$ cat src/rtl/truth_table_sweeper_pkg.sv
// Shared definitions for the truth-table sweeper: FSM state encoding and table sizing.
package truth_table_sweeper_pkg;

    localparam logic [1:0] StIdle = 2'd0;
    localparam logic [1:0] StRun  = 2'd1;
    localparam logic [1:0] StDone = 2'd2;

    // Number of entries in the exhaustive vector space for n_in inputs.
    function automatic int unsigned table_size(input int unsigned n_in);
        return 32'd1 << n_in;
    endfunction

endpackage

$ cat src/rtl/sweep_hold_timer.sv
// Hold-cycle counter: pulses tick on the cycle its count reaches HOLD-1, then wraps to 0.
module sweep_hold_timer #(
    parameter int unsigned HOLD = 20
) (
    input  logic clk,
    input  logic rst_n,
    input  logic clr,
    input  logic en,
    output logic tick
);

    localparam int unsigned CntW = (HOLD > 1) ? $clog2(HOLD) : 1;

    logic [CntW-1:0] cnt_q;

    assign tick = en && (cnt_q == CntW'(HOLD - 1));

    always_ff @(posedge clk) begin
        if (!rst_n) begin
            cnt_q <= '0;
        end else if (clr) begin
            cnt_q <= '0;
        end else if (en) begin
            cnt_q <= tick ? '0 : cnt_q + CntW'(1);
        end
    end

endmodule

$ cat src/rtl/truth_table_sweeper.sv
// Exhaustive stimulus engine: walks every input vector, samples the DUT after each hold
// and scores the result against the EXPECTED truth table.
module truth_table_sweeper
    import truth_table_sweeper_pkg::*;
#(
    parameter int unsigned                       N_IN     = 3,
    parameter int unsigned                       HOLD     = 20,
    parameter logic [table_size(N_IN)-1:0]       EXPECTED = 8'b1110_1000
) (
    input  logic            clk,
    input  logic            rst_n,
    input  logic            start,
    input  logic            abort,
    output logic [N_IN-1:0] vec,
    input  logic            dut_z,
    output logic            busy,
    output logic            done,
    output logic            pass,
    output logic            sample_valid,
    output logic [N_IN-1:0] sample_idx,
    output logic            sample_ok,
    output logic [N_IN:0]   err_count,
    output logic            first_fail_valid,
    output logic [N_IN-1:0] first_fail_idx
);

    logic [1:0]      state_q, state_d;
    logic [N_IN-1:0] vec_q, vec_d;
    logic            busy_q, busy_d;
    logic            done_q, done_d;
    logic            pass_q, pass_d;
    logic            sv_q, sv_d;
    logic [N_IN-1:0] sidx_q, sidx_d;
    logic            sok_q, sok_d;
    logic [N_IN:0]   err_q, err_d;
    logic            ffv_q, ffv_d;
    logic [N_IN-1:0] ffi_q, ffi_d;

    logic tick;
    logic timer_en;
    logic timer_clr;
    logic hit;

    // Abort suppresses the tick so an aborted vector never produces a sample.
    assign timer_en  = (state_q == StRun) && !abort;
    assign timer_clr = (state_q != StRun) || abort;
    assign hit       = (dut_z == EXPECTED[vec_q]);

    sweep_hold_timer #(
        .HOLD(HOLD)
    ) u_timer (
        .clk  (clk),
        .rst_n(rst_n),
        .clr  (timer_clr),
        .en   (timer_en),
        .tick (tick)
    );

    always_comb begin
        state_d = state_q;
        vec_d   = vec_q;
        busy_d  = busy_q;
        done_d  = done_q;
        pass_d  = pass_q;
        sv_d    = 1'b0;
        sidx_d  = sidx_q;
        sok_d   = sok_q;
        err_d   = err_q;
        ffv_d   = ffv_q;
        ffi_d   = ffi_q;

        case (state_q)
            StIdle, StDone: begin
                if (start) begin
                    state_d = StRun;
                    vec_d   = '0;
                    busy_d  = 1'b1;
                    done_d  = 1'b0;
                    pass_d  = 1'b0;
                    err_d   = '0;
                    ffv_d   = 1'b0;
                    ffi_d   = '0;
                end
            end
            StRun: begin
                if (abort) begin
                    state_d = StIdle;
                    busy_d  = 1'b0;
                    done_d  = 1'b0;
                    vec_d   = '0;
                end else if (tick) begin
                    sv_d   = 1'b1;
                    sidx_d = vec_q;
                    sok_d  = hit;
                    if (!hit) begin
                        err_d = err_q + {{N_IN{1'b0}}, 1'b1};
                        if (!ffv_q) begin
                            ffv_d = 1'b1;
                            ffi_d = vec_q;
                        end
                    end
                    if (vec_q == {N_IN{1'b1}}) begin
                        state_d = StDone;
                        busy_d  = 1'b0;
                        done_d  = 1'b1;
                        pass_d  = (err_d == '0);
                        vec_d   = '0;
                    end else begin
                        vec_d = vec_q + {{(N_IN-1){1'b0}}, 1'b1};
                    end
                end
            end
            default: begin
                state_d = StIdle;
                busy_d  = 1'b0;
                done_d  = 1'b0;
                vec_d   = '0;
            end
        endcase
    end

    always_ff @(posedge clk) begin
        if (!rst_n) begin
            state_q <= StIdle;
            vec_q   <= '0;
            busy_q  <= 1'b0;
            done_q  <= 1'b0;
            pass_q  <= 1'b0;
            sv_q    <= 1'b0;
            sidx_q  <= '0;
            sok_q   <= 1'b0;
            err_q   <= '0;
            ffv_q   <= 1'b0;
            ffi_q   <= '0;
        end else begin
            state_q <= state_d;
            vec_q   <= vec_d;
            busy_q  <= busy_d;
            done_q  <= done_d;
            pass_q  <= pass_d;
            sv_q    <= sv_d;
            sidx_q  <= sidx_d;
            sok_q   <= sok_d;
            err_q   <= err_d;
            ffv_q   <= ffv_d;
            ffi_q   <= ffi_d;
        end
    end

    assign vec              = vec_q;
    assign busy             = busy_q;
    assign done             = done_q;
    assign pass             = pass_q;
    assign sample_valid     = sv_q;
    assign sample_idx       = sidx_q;
    assign sample_ok        = sok_q;
    assign err_count        = err_q;
    assign first_fail_valid = ffv_q;
    assign first_fail_idx   = ffi_q;

endmodule
$ cat config.mk
export PLATFORM = sky130hd
export DESIGN_NAME = truth_table_sweeper
export DESIGN_NICKNAME = d
export VERILOG_FILES = /design/src/rtl/truth_table_sweeper_pkg.sv /design/src/rtl/sweep_hold_timer.sv /design/src/rtl/truth_table_sweeper.sv
export SDC_FILE = /design/constraint.sdc
export NUM_CORES = 1
export LEC_CHECK = 0
export CAP_MARGIN = 20
export CORE_ASPECT_RATIO = 1.2
export CORE_MARGIN = 8
export CORE_UTILIZATION = 54
export DETAILED_ROUTE_END_ITERATION = 12
export PLACE_DENSITY = 0.82
export SLEW_MARGIN = 10
export SYNTH_ARGS = -nofsm -noshare
export SYNTH_HDL_FRONTEND = slang
export SYNTH_SLANG_ARGS = --single-unit
$ cat constraint.sdc
create_clock -name clk -period 2.5 [get_ports clk]
set_input_delay 0.5 -clock clk [delete_from_list [all_inputs] [get_ports clk]]
set_output_delay 0.5 -clock clk [all_outputs]
set_load 0.01 [all_outputs]
==> metrics.csv <==
stage,metric,value,unit
outcome,status,"complete, no violations",
worst_setup_path,path_delay_family,buffers and inverters,
clock_tree,cts_tree,yes,
detailed_routing,first_pass_iters,4,
logic_synthesis,yosys.area.top_type,dfxtp_1,
sta,max_slew.worst_pin.slew,0.346,ns
logic_synthesis,synth_top_area_share,0.420,
worst_setup_path,cp_slowest_cell,clkdlybuf4s50_1,
worst_setup_path,path_max_fanout,8,
global_routing,grt_antenna_before_repair,0,
sta,rsz0062_at_grt,no,
power_and_ir_drop,vdd_ir_drop_max,0.392,mV
floorplan,die_w,60.6,um
logic_synthesis,synth_cells,144,
clock_tree,cts-root-buf,clkbuf_4,
logic_synthesis,ys_types,48,
logic_synthesis,syn_nets,153,
worst_setup_path,cp-start-kind,register,
placement,placed_area,1560,um2
sta,setup_viol,0,
placement,gp_congestion,0.742,
logic_synthesis,ys.flop_type,dfxtp_1,
sta,hold_viol_final,0,
global_routing,grtUsageTotal,0.149,
layout,antennaDiodeCount,0,
clock_tree,numCtsBuffers,3,
logic_synthesis,ys_seq_area_frac,0.420,
sta,max_freq,0.514,GHz
worst_setup_path,cp-end-kind,output port,
floorplan,row_count,19,
detailed_routing,drcViolationCount,0,
placement,port_buffers,23,
detailed_routing,viasPerCell,5.58,
worst_setup_path,worstPathCellList,clkdlybuf4s50_1,
clock_tree,cts-htree-levels,1,
sta,fin_crit,1.95,ns
floorplan,io_pins,24,
global_routing,grt_first_pass_wirelength,4.98,mm
floorplan,die-area,4210,um2
clock_tree,clkSlewWorstSetupHoldPaths,0.14,ns
clock_tree,cts.sink_count,27,
worst_setup_path,critPathBufInv,1,
logic_synthesis,syn_area,1290,um2
detailed_routing,drt-initial-drc-count,20,
floorplan,initial_core_util,0.564,
detailed_routing,routed_wl,2.90,mm
sta,timing.setup.tns,0,ns
power_and_ir_drop,leakagePower,0.569,nW
clock_tree,insertion_delay,0.33,ns
placement,dp.cells,198,
worst_setup_path,max_stage_delay,0.61,ns
floorplan,die_height,69.5,um
worst_setup_path,worst-endpoint-arrival,1.45,ns
layout,final_cells,202,
layout,layout-drive-gt1-share,0.0877,
global_routing,grt_pass1_vias,1100,
clock_tree,hold_buffers,0,
logic_synthesis,yosysMostFrequentCell,dfxtp_1,
sta,max_slew_margin,0.770,
sta,slew_viol_final,0,
hold_path,hp-class,reg2reg,
detailed_routing,avgRoutedWirePerCell,14.3,um
clock_tree,post_cts_resized,0,
logic_synthesis,ys_top_cells_by_count,"dfxtp_1, nand2_1, inv_1, nor2_1, a21boi_0",
logic_synthesis,avgSynthCellArea,8.93,um2
layout,fill_cells,183,
job,cap_violations,0,
layout,area_growth_syn_to_layout,23.4,%
sta,clock_skew,0.00495,ns
global_routing,grt_max_degree,22,
worst_setup_path,required,2.00,ns
power_and_ir_drop,power.density,431,nW/um2
clock_tree,cts_setup_buffers,0,
sta,fin_crit_sh,0.779,
detailed_routing,vias,1128,
floorplan,core-area,2280,um2
worst_setup_path,crit_type,reg2out,
logic_synthesis,synthTopCellsByArea,"dfxtp_1, nand2_1, ha_1, a21boi_0, inv_1",
clock_tree,max-clock-path-buffers,2,
logic_synthesis,synth_edf_count,0,
global_routing,gr-total-overflow,0,
layout,final_cell_area,1590,um2
placement,hpwl,2.16,mm
detailed_routing,ant_nets,0,
logic_synthesis,ys_async_sr_fraction,0,
layout,final_nets,181,
logic_synthesis,synth-seq-cells,27,
logic_synthesis,synth_warnings,0,
[flip-flops by register name, summed over array words and instances, names as in the netlist, 2 cells and up, named ones only]
signal,count
u_timer.cnt_q,5
err_count,4
first_fail_idx,3
sample_idx,3
vec,3
state_q,2
[layer usage]
| layer | vias to the layer above | global-route usage | part of all wire |
|---|---|---|---|
| met3 | 5 | 0.0278 | 0.050 |
| met5 | - | 0 | 0 |
| met4 | 0 | 0.0623 | 0.018 |
| met2 | 29 | 0.245 | 0.49 |
| li1 | 568 | - | - |
| met1 | 526 | 0.179 | 0.44 |
[placed cells by master, fill, tap and decap left out, drive strengths merged, types with 4 or more instances in the layout]
cell type and n:
nand2 24, clkdlybuf4s50 23, nor2 8, nor3 4
a21boi 9, dfxtp 27, a21oi 4, o21ai 8
inv 9, ha 4, clkbuf 4
[kinds of logic (layout without fill, tap and decap cells)]
logic type	after synthesis	in the layout	synth area share
AOI/OAI and AO/OA	37	37	0.200
xor gates and xnor gates	4	4	0.0272
adders and majority gates	4	4	0.0389
buffers and inverters	12	39	0.0389
DFF	27	27	0.420
muxes	3	3	0.0233
and+or+nand+nor	57	57	0.251
[path summary, 6_finish.rpt]
| path | startpoint | to | slack [ns] | depth (start not counted) |
|---|---|---|---|---|
| worst max-delay path | vec[0] | vec[0] | 0.55 | 1 |
| worst min-delay path | u_timer.cnt_q[0] | u_timer.cnt_q[0] | 0.46 | 1 |
| worst max register to register | u_timer.cnt_q[0] | register | 0.82 | 5 |
| worst min register to register | u_timer.cnt_q[0] | u_timer.cnt_q[0] | 0.46 | 1 |
[metrics by stage]
stage | worst slack [ns] | utilization | hold slack [ns] | total power, mW
floorplan | 1.02 | - | 0.418 | 0.481
global placement | 0.472 | 0.684 | 0.437 | 0.499
detailed placement | 0.425 | 0.684 | 0.446 | 0.500
CTS | 0.538 | 0.696 | 0.466 | 0.688
global route | 0.497 | 0.696 | 0.493 | 0.712
finish | 0.554 | 0.696 | 0.461 | 0.685
[final cells by class]
cell class	instances	area, um2	area share
multi-input combinational	105	696	0.438
sequential	27	541	0.340
timing repair buffer	26	253	0.159
tap	31	38.8	0.0244
inverter	9	33.8	0.0213
clock buffer	4	26.3	0.0165
[power by group]
group          switching, mW  internal [mW]  leakage [nW]  total, mW
Clock                  0.130         0.0627        0.0150      0.192
Sequential           0.00340          0.434         0.218      0.437
Combinational         0.0284         0.0268         0.336     0.0552
Power figures use the tool's default switching activity.
